### config.mk
export PLATFORM = sky130hd
export DESIGN_NAME = data_mem_arbiter
export DESIGN_NICKNAME = d
export VERILOG_FILES = /design/src/rtl/data_mem_arb_pkg.sv /design/src/rtl/rr_arb2.sv /design/src/rtl/data_mem_arbiter.sv
export SDC_FILE = /design/constraint.sdc
export NUM_CORES = 1
export LEC_CHECK = 0
export CAP_MARGIN = 0
export CORE_AREA = 2 2 118 120
export CTS_CLUSTER_DIAMETER = 150
export CTS_CLUSTER_SIZE = 10
export DETAILED_ROUTE_END_ITERATION = 10
export DIE_AREA = 0 0 120 122
export GPL_ROUTABILITY_DRIVEN = 0
export PLACE_DENSITY_LB_ADDON = 0.2
export SYNTH_ARGS = -nofsm -noshare
export SYNTH_HDL_FRONTEND = slang
export SYNTH_SLANG_ARGS = --single-unit
### constraint.sdc
create_clock -name MEM_clk -period 5.8 [get_ports MEM_clk]
set_input_delay 1.74 -clock MEM_clk [delete_from_list [all_inputs] [get_ports MEM_clk]]
set_output_delay 1.74 -clock MEM_clk [all_outputs]
set_load 0.02 [all_outputs]
### src/rtl/data_mem_arb_pkg.sv
// Shared definitions for the two-port data memory arbiter: FSM encoding,
// port identifiers and the access descriptor latched at grant time.
package data_mem_arb_pkg;

  localparam logic [1:0] IDLE   = 2'd0;
  localparam logic [1:0] ACCESS = 2'd1;
  localparam logic [1:0] DONE   = 2'd2;

  localparam logic PORT_A = 1'b0;
  localparam logic PORT_B = 1'b1;

  typedef struct packed {
    logic        id;
    logic        we;
    logic [31:0] adr;
    logic [31:0] wdata;
  } acc_t;

  // A word address is legal only if nothing is set above the implemented bits.
  function automatic logic addr_in_range(input logic [31:0] adr, input int abits);
    return (adr >> abits) == 32'd0;
  endfunction

endpackage

### src/rtl/rr_arb2.sv
// Two-requester round-robin pick: req[0] is port A, req[1] is port B.
// On contention the port that was not granted last wins.
module rr_arb2
  import data_mem_arb_pkg::*;
(
  input  logic [1:0] req,
  input  logic       last,
  output logic       winner
);

  always_comb begin
    winner = PORT_A;
    if (req == 2'b11) begin
      winner = ~last;
    end else if (req == 2'b10) begin
      winner = PORT_B;
    end
  end

endmodule

### src/rtl/data_mem_arbiter.sv
// Arbitrates CPU (A) and debug/DMA (B) ports onto a single-ported data memory
// with a fixed IDLE -> ACCESS -> DONE sequence, one access every three cycles.
module data_mem_arbiter
  import data_mem_arb_pkg::*;
#(
  parameter int ADDR_BITS = 5
) (
  input  logic        MEM_clk,
  input  logic        MEM_rst_n,
  input  logic        a_req,
  input  logic        a_we,
  input  logic [31:0] a_adr,
  input  logic [31:0] a_wdata,
  output logic        a_gnt,
  output logic        a_done,
  output logic        a_err,
  output logic [31:0] a_rdata,
  input  logic        b_req,
  input  logic        b_we,
  input  logic [31:0] b_adr,
  input  logic [31:0] b_wdata,
  output logic        b_gnt,
  output logic        b_done,
  output logic        b_err,
  output logic [31:0] b_rdata,
  output logic        mem_wren,
  output logic [31:0] mem_adr,
  output logic [31:0] mem_din,
  input  logic [31:0] mem_dout
);

  logic [1:0]  state_reg;
  logic [1:0]  state_next;
  logic        last_reg;
  acc_t        acc_reg;
  acc_t        win_acc;
  logic        winner;
  logic        any_req;
  logic        in_range;
  logic        accept;
  logic [1:0]  gnt_vec;
  logic [1:0]  done_vec;
  logic [1:0]  err_vec;
  logic [31:0] rdata_vec [2];

  rr_arb2 u_rr_arb2 (
    .req    ({b_req, a_req}),
    .last   (last_reg),
    .winner (winner)
  );

  assign any_req  = a_req | b_req;
  assign accept   = (state_reg == IDLE) && any_req;
  assign in_range = addr_in_range(acc_reg.adr, ADDR_BITS);

  always_comb begin
    win_acc.id    = winner;
    win_acc.we    = (winner == PORT_B) ? b_we    : a_we;
    win_acc.adr   = (winner == PORT_B) ? b_adr   : a_adr;
    win_acc.wdata = (winner == PORT_B) ? b_wdata : a_wdata;
  end

  always_comb begin
    state_next = IDLE;
    case (state_reg)
      IDLE:    state_next = any_req ? ACCESS : IDLE;
      ACCESS:  state_next = DONE;
      default: state_next = IDLE;
    endcase
  end

  always_ff @(posedge MEM_clk or negedge MEM_rst_n) begin
    if (!MEM_rst_n) begin
      state_reg <= IDLE;
      last_reg  <= PORT_B;
      acc_reg   <= '0;
    end else begin
      state_reg <= state_next;
      if (accept) begin
        last_reg <= winner;
        acc_reg  <= win_acc;
      end
    end
  end

  // Per-port response decode; only the served port ever sees nonzero values.
  for (genvar gi = 0; gi < 2; gi++) begin : g_port
    localparam logic PID = (gi == 0) ? PORT_A : PORT_B;
    logic sel;
    assign sel            = (acc_reg.id == PID);
    assign gnt_vec[gi]    = (state_reg == ACCESS) && sel;
    assign done_vec[gi]   = (state_reg == DONE) && sel;
    assign err_vec[gi]    = (state_reg == DONE) && sel && !in_range;
    assign rdata_vec[gi]  = ((state_reg == DONE) && sel && !acc_reg.we && in_range)
                            ? mem_dout : 32'd0;
  end

  assign a_gnt   = gnt_vec[0];
  assign a_done  = done_vec[0];
  assign a_err   = err_vec[0];
  assign a_rdata = rdata_vec[0];
  assign b_gnt   = gnt_vec[1];
  assign b_done  = done_vec[1];
  assign b_err   = err_vec[1];
  assign b_rdata = rdata_vec[1];

  assign mem_wren = (state_reg == ACCESS) && acc_reg.we && in_range;
  assign mem_adr  = (state_reg == IDLE) ? 32'd0 : acc_reg.adr;
  assign mem_din  = (state_reg == IDLE) ? 32'd0 : acc_reg.wdata;

endmodule

Word level (Yosys, flattened, before mapping)
Cells that the tools add are included.

cells by class
  add/sub/neg operators = 0
  multipliers = 0
  divide/modulo/power cells = 0
  magnitude comparators = 0
  equal/unequal tests = 4
  shifts and indexed selects = 0
  mux-type cells = 11
  bitwise operators = 3
  reductions and logical operators = 17

operator list
  kind                                                  number
  2-to-1 mux 32 bit                                     6
  logical NOT 32 bit                                    1
  logical AND 1 bit                                     13
  equality test 2 bit (second input constant)           3
  2-to-1 mux 1 bit                                      4
  one-hot mux 2 bit (2 select lines)                    1
  equality test 2 x 1 -> 1 bit (second input constant)  1
  logical NOT 1 bit                                     2
  logical NOT 2 bit                                     1
  NOT 1 bit                                             2
  bitwise OR 1 bit                                      1

storage, ports and cells
  bits in registers = 69
  bits in latches = 0
  memory bits (writable) = 0
  ROM bits = 0
  input port bits = 166
  output and inout port bits = 135
  word-level logic and storage cells = 41
  memories kept = 0

Depth between registers and ports, before layout
Gate-level depths: netlist of run 1.

  depth in word-level cells = 5
  mapped depth = 6
  gate-level depth less buffers = 3

Modules after synthesis
Synthesis of run 1 repeated with hierarchy kept, for this count alone.

unflattened totals
  cell total of the unflattened synthesis = 423
  area, all modules = 4,665.7 um2

by module, submodules not included
  module            instances  cells an instance  area each (um2)  sequential area each (um2)
  data_mem_arbiter  1          422                4,654.5          1,727.9
  rr_arb2           1          1                  11.3             0.0

Least setup slack after synthesis of run 1
Ideal clock, no wire load.

  path kind = input port to output port
  start point = in mem_dout[30]
  end point = out b_rdata[30]
  arrival time = 2,321 ps
  data required time = 4,060 ps
  setup slack = 1,739 ps
  stages on the path = 2
  path buffers = 0
  path through = nand2b_1 -> nor3_1

between the ends
  word-level cells in the longest chain between the ends = 1

ends and longest elaborated chain
  what               RTL line                source
  from (decl)        data_mem_arbiter.sv:29  input logic [31:0] mem_dout
  2-to-1 mux 32 bit  data_mem_arbiter.sv:95  ? mem_dout : 32'd0;
  to (decl)          data_mem_arbiter.sv:25  output logic [31:0] b_rdata,

No other way between the ends.

Worst setup path in the final report of run 1
  start point = in mem_dout[7]
  end point = out a_rdata[7]

between the ends
  word-level cells in the longest chain between the ends = 1

ends and longest elaborated chain
  what               RTL line                source
  2-to-1 mux 32 bit  data_mem_arbiter.sv:95
  to (decl)          data_mem_arbiter.sv:17  output logic [31:0] a_rdata,

No other way between the ends.

==> summary.txt, run 1 <==
Global routing
  – First-pass GRT wire length: about 23 mm
  – Initial antenna violation count: 0
  – Vias in the first global route: approximately 4,400
  – Total grt overflow: 0
  – Total GRT Usage: 0.201
  – Largest net degree at the start of global routing: between 60 and 70

CTS
  – CTS Hold Bufs: 0
  – Post-cts gate resize count: 0
  – CTS tree: built
  – Clock sink total: slightly below 70
  – Setup Buffers After CTS: 0
  – H-tree Lvls: 3
  – Clock-pin slew on the worst setup and hold paths: 60 ps
  – CTS Root Cell: clkbuf_16
  – Skew-Pair Late Insertion Delay: 320 ps
  – Bufs on Longest Clock Path: 2
  – Cts bufs inserted: 9

Timing
  – Slew headroom: 0.414
  – Min Tclk post-route: 5040 ps
  – Least-Margin Pin Slew: around 880 ps
  – Slew Limit Fails: 0
  – Fin. Hold Viols: 0
  – Fmax: slightly below 200 MHz
  – Clk_skew: around 9.6 ps
  – RSZ-0062 raised after global routing: no
  – TNS Setup: 0 ps
  – Hold WS: 496 ps
  – Tcrit/Tclk final: 0.868
  – # setup viols final: 0

Run status
  – Status: finished, final reports clean

Route
  – Vias per inst: approximately 4.8
  – Drt first pass iters: 4
  – Vias: around 4,300
  – Antenna Nets Post-Route: 0
  – Routed len/inst: roughly 17 um
  – Final WL: 14.9 mm
  – Starting DRT DRC Count: approximately 150
  – # DRC: 0

Synthesis
  – Mean area per synthesized cell: approximately 11 sq um
  – Post-synthesis xor/xnor area fraction: 0
  – Cell count after synthesis: 423
  – Synth cell types: 25
  – Mapped Area: about 4700 sq um
  – Syn_nets: roughly 590
  – Post-synthesis compound-gate area fraction: 0.00695
  – Seq/Total Area, Yosys: 0.369
  – Area share of fa/ha/maj cells after synthesis: 0
  – Multiplexer share of the synthesized area: 0.317
  – Synth Register Bits: 69
  – Post-synthesis simple-gate area fraction: 0.261
  – Dominant combinational cell family by area after synthesis: multiplexers
  – Yosys warning count: 0

Hold path
  – Hold Path Class: reg2reg
  – Hold Crit Start: acc_reg[17]

Power and ir drop
  – NetSw: ~0.0014 W
  – Switching Share: 0.393
  – Seq pwr share: 0.262
  – Internal power: between 0.002 and 0.0025 W
  – Total power draw: approximately 0.0035 W
  – Gate power share: 0.592
  – Clock power frac: 0.146
  – Peak supply drop: 0.269 mV
  – Leak pwr: ~2.9 nW
  – Power Dens Cells: between 400 and 500 nW/um^2

Cells and area
  – Filler cell count: around 1,200
  – Reg area: about 1700 sq um
  – Commonest cells after routing, fill and taps aside: 299 x clkdlybuf4s50_1, 68 x dfrtp_1, 67 x mux2_1, 66 x nor2b_1, 65 x mux2_2
  – Largest register FFs: 65
  – Area of the multi-input gates: about 2800 sq um
  – Layout cells sized above 1: 0.177
  – Commonest non-fill, non-tap cell in the layout: clkdlybuf4s50_1
  – Layout Nets: 869
  – Layout area overhead: 72.1%
  – Diode count: 0

Floorplanning
  – Initial Utilization: 0.347
  – FP Rows: 43
  – Die area: around 15,000 sq um
  – Die Height: between 100 and 150 um
  – Core area: ~14,000 sq um
  – Chip Width: 120 um
  – I/O pins: 301

Setup path
  – CP Max Fanout: 2
  – CP required: 4060 ps
  – Crit path from: mem_dout[7]
  – Worst EP arrival: ~3300 ps
  – Critical path class: in2out
  – Critical path endpoint category: output port
  – Reg2reg start: state_reg[1]
  – CP Launch Type: primary input

Job
  – Max cap viols: 0

Place
  – I/O Buffers: 300
  – Dpl hpwl: between 10 and 15 mm
-- path summary, 6_finish.rpt --
path,endpoint,slack (ps),depth (start not counted)
setup / recovery,a_rdata[7],760,4
hold / removal,acc_reg[17],500,1
setup reg to reg,acc_reg[39],3220,4
hold reg to reg,acc_reg[17],500,1
max in group asynchronous,acc_reg[60],3370,2
min in group asynchronous,acc_reg[16],1460,1
-- cells by family (layout without fill, tap and decap cells) --
| kind of cell | Yosys count | after routing |
|---|---|---|
| AOI/OAI and AO/OA | 4 | 4 |
| buffers and inverters | 38 | 323 |
| DFF | 69 | 69 |
| muxes | 132 | 132 |
| and+or+nand+nor | 180 | 180 |
-- final cells by class --
cell class,instances,area share
well taps,180,0.0279
multi-input cells,316,0.342
clock buffers,10,0.0296
clock inverters,6,0.00574
repair buffers,307,0.380
flip-flops and latches,69,0.214
-- through the flow --
stage | util | std cells | setup WS [ps] | cell area [sq um]
after detailed placement | 0.576 | 872 | 760 | 7780
final | 0.597 | 888 | 764 | 8060
after global placement | 0.576 | 872 | 757 | 7780
after global routing | 0.597 | 888 | 714 | 8060
after CTS | 0.597 | 888 | 753 | 8060
after floorplan | - | 423 | 1740 | 4680
-- cell usage after synthesis --
library cell / instances / area [sq um]
mux2_2: 65 / 732
dfrtp_1: 68 / 1700
nor2b_1: 66 / 413
or3_1: 1 / 6.26
dfstp_2: 1 / 26.3
buf_4: 3 / 22.5
nand2_1: 2 / 7.51
and2_1: 1 / 6.26
nor3_1: 36 / 180
nand2b_1: 32 / 200
o31a_1: 2 / 17.5
o21a_1: 1 / 7.51
nor3b_2: 1 / 12.5
nor2_1: 1 / 3.75
a21boi_1: 1 / 7.51
nor3_2: 29 / 290
clkbuf_1: 9 / 33.8
buf_2: 13 / 65.1
buf_6: 6 / 67.6
nand4_1: 3 / 18.8
nor4_1: 5 / 31.3
and3b_1: 1 / 8.76
mux2_1: 67 / 754
buf_1: 7 / 26.3
nor4_4: 2 / 42.5
-- power by group through the flow --
stage                     Clock [W]  Sequential [W]  Combinational [W]
after CTS                  0.000532        0.000930            0.00213
after global routing       0.000555        0.000965            0.00224
after floorplan                   0        0.000856            0.00129
after detailed placement          0        0.000935            0.00212
after global placement            0        0.000918            0.00209
final                      0.000518        0.000926            0.00209
-- metal layers --
layer / GRT usage / part of all wire / vias to the layer above
li1: - / - / 2049
met1: 0.230 / 0.38 / 2018
met2: 0.362 / 0.51 / 180
met3: 0.0641 / 0.090 / 16
met4: 0.0566 / 0.015 / 0
met5: 0 / 0 / -
-- worst max-delay path: stages --
cell	delay, ps
clkdlybuf4s50_1	460
nand2b_1	80
nor3_1	330
clkdlybuf4s50_1	670
No activity file was read; power rests on OpenSTA's default activity.
==> inputs of run 2 (changes only) <==
--- a/config.mk
+++ b/config.mk
@@ -12,6 +12,7 @@
 export DETAILED_ROUTE_END_ITERATION = 10
 export DIE_AREA = 0 0 120 122
 export GPL_ROUTABILITY_DRIVEN = 0
+export HOLD_SLACK_MARGIN = 0.06
 export PLACE_DENSITY_LB_ADDON = 0.2
 export SYNTH_ARGS = -nofsm -noshare
 export SYNTH_HDL_FRONTEND = slang
==> results of run 2 <==
Final layout, timing and power as in run 1 (identical DEF).
==> RTL edit 1 (config.mk and constraints of run 2) <==
Put a register stage on the outputs `a_err` and `b_err`, with the module's reset. The values now appear one clock later. The other outputs are not delayed to match.
--- a/src/rtl/data_mem_arbiter.sv
+++ b/src/rtl/data_mem_arbiter.sv
@@ -99,3 +99,2 @@
   assign a_done  = done_vec[0];
-  assign a_err   = err_vec[0];
   assign a_rdata = rdata_vec[0];
@@ -103,3 +102,11 @@
   assign b_done  = done_vec[1];
-  assign b_err   = err_vec[1];
+  always_ff @(posedge MEM_clk or negedge MEM_rst_n) begin
+    if (!MEM_rst_n) begin
+      a_err <= '0;
+      b_err <= '0;
+    end else begin
+      a_err <= err_vec[0];
+      b_err <= err_vec[1];
+    end
+  end
   assign b_rdata = rdata_vec[1];
Formal check against the unedited RTL: not equivalent (Yosys sat finds a counterexample within 4 cycles, from zero or initial values and one cycle with MEM_rst_n low).
==> RTL edit 1 against run 2 <==
Core utilization rose by 0.63 points; sequential cell count rose by 2; area after synthesis rose by 0.69%; total power rose by 2.2%; global-route usage fell by 0.63 points; setup slack improved by 0.016 ns; cell area rose by 1.1%; routed wire length fell by 2.7%; largest power group unchanged; highest routed layer unchanged.
==> RTL edit 1: results (changes against run 2) <==
stage,metric,value,unit,change
run_status,status,"complete, no violations",,
power_and_ir_drop,Lkg Pwr,0.00294,uW,+1.7%
clock_tree,Max clock buf depth,2,,unchanged
place,Post-DP Area,7820,sq um,+0.51%
worst_setup_path,critical path startpoint,mem_dout[7],,
clock_tree,Skew-Pair Late Insertion Delay,0.33,ns,
layout,number of flip-flops in the largest register,65,,unchanged
place,DP Wirelength,11200,um,-3.4%
yosys,Synth Warn #,0,,unchanged
grt,first-pass GRT wire length,22500,um,-2.8%
min_path,Hold Path Class,flop to flop,,
yosys,Syn Area/Cell,11.1,sq um,+0.22%
timing,clk_skew,0.0109,ns,+0.00128 ns
clock_tree,Post-CTS Setup Inserts,0,,unchanged
min_path,critical hold path startpoint,acc_reg[10],,
layout,ANT cells,0,,unchanged
yosys,Synth cell types,25,,unchanged
place,placed cell count,873,,+0.11%
routing,DRC marker count from the first detailed-route iteration,161,,+10%
routing,final wirelength,14500,um,-2.7%
routing,Via Count,4220,,-1.0%
place,IO Port Bufs,300,,unchanged
worst_setup_path,worst-path fanout max,2,,unchanged
yosys,Area contributors post-synth,"dfrtp_1 37%, mux2_1 16%, mux2_2 16%",,
clock_tree,Root Buffer,clkbuf_16,,
yosys,syn nets,591,,+0.34%
clock_tree,Inserted Clock Buffers,9,,unchanged
grt,largest net degree at the start of global routing,72,,+4.3%
yosys,post-synthesis sequential area ratio,37.7,%,+0.81 points
place,pre-CTS WS,0.753,ns,-0.00698 ns
timing,worst slew pin tran,0.893,ns,+0.0136 ns
clock_tree,H-tree depth,3,,unchanged
clock_tree,number of gates resized after CTS,0,,unchanged
grt,GRT Overall Usage,19.5,%,-0.63 points
layout,fraction of layout cells with a size suffix above 1,17.5,%,-0.17 points
grt,vias in the first global route,4300,,-2.5%
grt,initial antenna violation count,0,,unchanged
worst_setup_path,CP Data Arrival Time,3.28,ns,-0.02 ns
clock_tree,clock transition at the registers of the reported paths,0.06,ns,about the same
yosys,ys async rst share,100,%,unchanged
yosys,most frequent cells after synthesis,"70 x dfrtp_1, 67 x mux2_1, 66 x nor2b_1",,
worst_setup_path,Worst R2R Start,state_reg[1],,
power_and_ir_drop,VDD IR-drop max,0.239,mV,-11%
routing,first-pass iteration count of the detailed router,4,,unchanged
layout,fillers,1133,,-3.9%
layout,Non-Filler Instances,889,,+0.11%
==> RTL edit 1: changes by cell type after synthesis, sizes merged <==
cell	change
dfrtp	+2
clkbuf	-1
buf	+1
==> RTL edit 1: final cells by class <==
cell class                      count  share of cell area, %
Tap cell                          180                   2.76
Timing Repair Buffer              306                   37.7
Multi-Input combinational cell    316                   33.7
Clock inverter                      6                   1.12
Clock buffer                       10                   2.93
Sequential cell                    71                   21.8
==> RTL edit 1: final timing paths <==
check,endpoint,slack [ns],cells past startpoint
max,a_rdata[7],0.78,4
min,acc_reg[10],0.50,1
max reg2reg,acc_reg[33],2.92,5
min reg2reg,acc_reg[10],0.50,1
max in group asynchronous,state_reg[1],3.68,1
min in group asynchronous,acc_reg[15],1.53,1
==> RTL edit 1: cell families after synthesis <==
family	after synthesis	synth area share, %
buffers and inverters	38	4.56
DFF	71	37.7
muxes	132	31.5
AOI/OAI and AO/OA	4	0.690
and+or+nand+nor	180	25.5
==> RTL edit 1: layer usage <==
layer / vias to the layer above / wire (um) / track usage [%]
li1: 2043 / - / -
met1: 1994 / 5630 / 22.1
met2: 171 / 7440 / 35.4
met3: 12 / 1320 / 6.46
met4: 0 / 161 / 4.78
met5: - / 0 / 0
==> RTL edit 1: report_power, final <==
part | total [uW] | internal, uW | switching [uW] | leakage [uW]
clock | 605 | 391 | 214 | 0.000163
combinational | 2080 | 1100 | 979 | 0.00194
sequential | 932 | 754 | 178 | 0.000833
total | 3620 | 2250 | 1370 | 0.00294
==> RTL edit 1: worst max-delay path, cell delays in order <==
cell	delay (ns)
clkdlybuf4s50_1	0.46
nand2b_1	0.08
nor3_1	0.33
clkdlybuf4s50_1	0.67
==> RTL edit 1: through the flow <==
| stage | hold WS (ns) | power (uW) | utilization [%] |
|---|---|---|---|
| after floorplan | 0.458 | 2150 | - |
| after global placement | 0.482 | 3010 | 57.9 |
| after global routing | 0.517 | 3850 | 60.3 |
| after CTS | 0.502 | 3670 | 60.3 |
| final | 0.498 | 3620 | 60.3 |
| after detailed placement | 0.488 | 3050 | 57.9 |
==> RTL edit 2 (flow settings as in run 2) <==
Without the edit above. Reset style: synchronous (`MEM_rst_n`), changed in one clocked block.
--- a/src/rtl/data_mem_arbiter.sv
+++ b/src/rtl/data_mem_arbiter.sv
@@ -71,3 +71,3 @@
 
-  always_ff @(posedge MEM_clk or negedge MEM_rst_n) begin
+  always_ff @(posedge MEM_clk) begin
     if (!MEM_rst_n) begin
Check against the original RTL: differs if MEM_rst_n is asserted again (counterexample within 4 cycles, from zero or initial values and one cycle with MEM_rst_n low); with MEM_rst_n held inactive, the same outputs for 10 cycles.
==> RTL edit 2 against run 2 <==
Fmax is 1.8% higher; setup slack better by 0.090 ns; clock skew is 0.0012 ns lower; count of clock-buffer cells in the layout stayed put; register-to-register slack better by 0.22 ns; area after synthesis is 0.11% lower; cell area is 0.65% lower; routed wire length is 17% higher; sequential cell count stayed put; largest cell class unchanged.
Power is not compared: it rests on default switching activity, and its combinational part moved more than twofold at a synthesized area within 25%.
==> RTL edit 2: results (changes against run 2) <==
stage,metric,value,unit,change
worst_setup_path,worst-path fanout max,2,,unchanged
clock_tree,Skew-Pair Late Insertion Delay,0.33,ns,
clock_tree,cts hold-fix bufs,0,,unchanged
timing,# setup viols final,0,,unchanged
yosys,syn nets,756,,+28%
grt,largest net degree at the start of global routing,68,,-1.4%
yosys,Synth cell types,30,,+20%
routing,DRC marker count from the first detailed-route iteration,311,,+110%
yosys,most frequent cells after synthesis,"132 x nand2_1, 69 x dfxtp_1, 66 x a21oi_1, 66 x nor2b_1, 50 x a311oi_2",,
grt,first-pass GRT wire length,26900,um,+16%
grt,GRT Overall Usage,23.0,%,+2.8 points
routing,first-pass iteration count of the detailed router,5,,+1
place,IO Port Bufs,300,,unchanged
power_and_ir_drop,switching share of power,30.0,%,
clock_tree,H-tree depth,3,,unchanged
run_status,status,"complete, no violations",,
routing,Via Count,5331,,+25%
grt,initial antenna violation count,1,,+1
place,placed cell count,1013,,+16%
routing,DR WL/cell,17.0,um,+1.1%
yosys,Area contributors post-synth,"dfxtp_1 30%, a311oi_2 16%, nand2_1 11%",,
clock_tree,Inserted Clock Buffers,9,,unchanged
clock_tree,Post-CTS Setup Inserts,0,,unchanged
clock_tree,clock transition at the registers of the reported paths,0.05,ns,
yosys,ys async rst share,0,%,-100 points
grt,vias in the first global route,5163,,+17%
timing,clk_skew,0.00838,ns,-0.00122 ns
power_and_ir_drop,Lkg Pwr,0.00270,uW,
timing,Worst slew margin,31.8,%,-9.5 points
routing,final wirelength,17500,um,+17%
yosys,Syn Area/Cell,7.93,sq um,-28%
worst_setup_path,CP Data Arrival Time,3.21,ns,-0.09 ns
place,DP Wirelength,12800,um,+10%
min_path,Hold Path Class,flop to flop,,
power_and_ir_drop,VDD IR-drop max,0.155,mV,
yosys,Synth Warn #,0,,unchanged
clock_tree,number of gates resized after CTS,0,,unchanged
layout,number of flip-flops in the largest register,65,,unchanged
yosys,post-synthesis sequential area ratio,29.5,%,-7.4 points
clock_tree,Max clock buf depth,2,,unchanged
layout,fraction of layout cells with a size suffix above 1,12.1,%,-5.5 points
clock_tree,Root Buffer,clkbuf_16,,
==> RTL edit 2: cell count changes in the layout (fill, tap and decap cells not counted), moves of 9 or more <==
cell / run 2 / this run
a311oi_1: 0 / 15
a21oi_1: 0 / 66
nor3_2: 29 / 20
mux2_1: 67 / 0
dfxtp_1: 0 / 69
nand2_1: 2 / 132
a311oi_2: 0 / 50
mux2_2: 65 / 0
nor3_1: 36 / 46
dfrtp_1: 68 / 0
==> RTL edit 2: power groups by stage <==
stage | registers (uW) | clock network [uW] | logic, uW
4_1_cts | 571 | 644 | 546
6_report | 572 | 633 | 541
3_5_place_dp | 581 | 0 | 543
2_1_floorplan | 565 | 0 | 333
5_1_grt | 579 | 661 | 584
3_3_place_gp | 579 | 0 | 535
==> RTL edit 2: cell type report <==
type,count,area (sq um)
clock buffer,10,229
antenna,1,2.50
timing repair buffer,309,3080
sequential,69,1380
tap,180,225
clock inverter,6,111
multi-input combinational,454,2970
fill,1219,5500
inverter,1,5.00
==> RTL edit 2: kinds of logic after synthesis <==
| kind of cell | count (synthesis) | share of synthesized area (%) |
|---|---|---|
| AND/OR/NAND/NOR | 316 | 36.0 |
| AO/OA/AOI/OAI | 138 | 27.1 |
| flip-flops | 69 | 29.5 |
| buffers and inverters | 67 | 7.35 |
==> RTL edit 2: per-layer routing <==
| metal | share of wire, % | track usage [%] |
|---|---|---|
| met4 | 2.2 | 7.57 |
| met1 | 40 | 26.1 |
| met2 | 51 | 41.7 |
| met3 | 7.6 | 6.09 |
| met5 | 0 | 0 |
==> RTL edit 2: final timing paths <==
| path | start | endpoint | slack [ns] | depth (start not counted) |
|---|---|---|---|---|
| hold reg to reg | acc_reg[33] | acc_reg[33] | 0.51 | 2 |
| hold / removal | acc_reg[33] | acc_reg[33] | 0.51 | 2 |
| setup / recovery | mem_dout[3] | a_rdata[3] | 0.85 | 4 |
| setup reg to reg | state_reg[1] | acc_reg[52] | 3.44 | 3 |
==> RTL edit 2: stage by stage <==
stage	area, sq um	setup slack [ns]
final	8010	0.854
after global routing	8010	0.813
after CTS	8010	0.859
after detailed placement	7670	0.859
after global placement	7670	0.873
after floorplan	4680	1.75
==> RTL edit 2: critical path, cell delays in order <==
cell and delay, ns:
clkdlybuf4s50_1 0.45, nand2b_1 0.08, nor3_1 0.28, clkdlybuf4s50_1 0.66
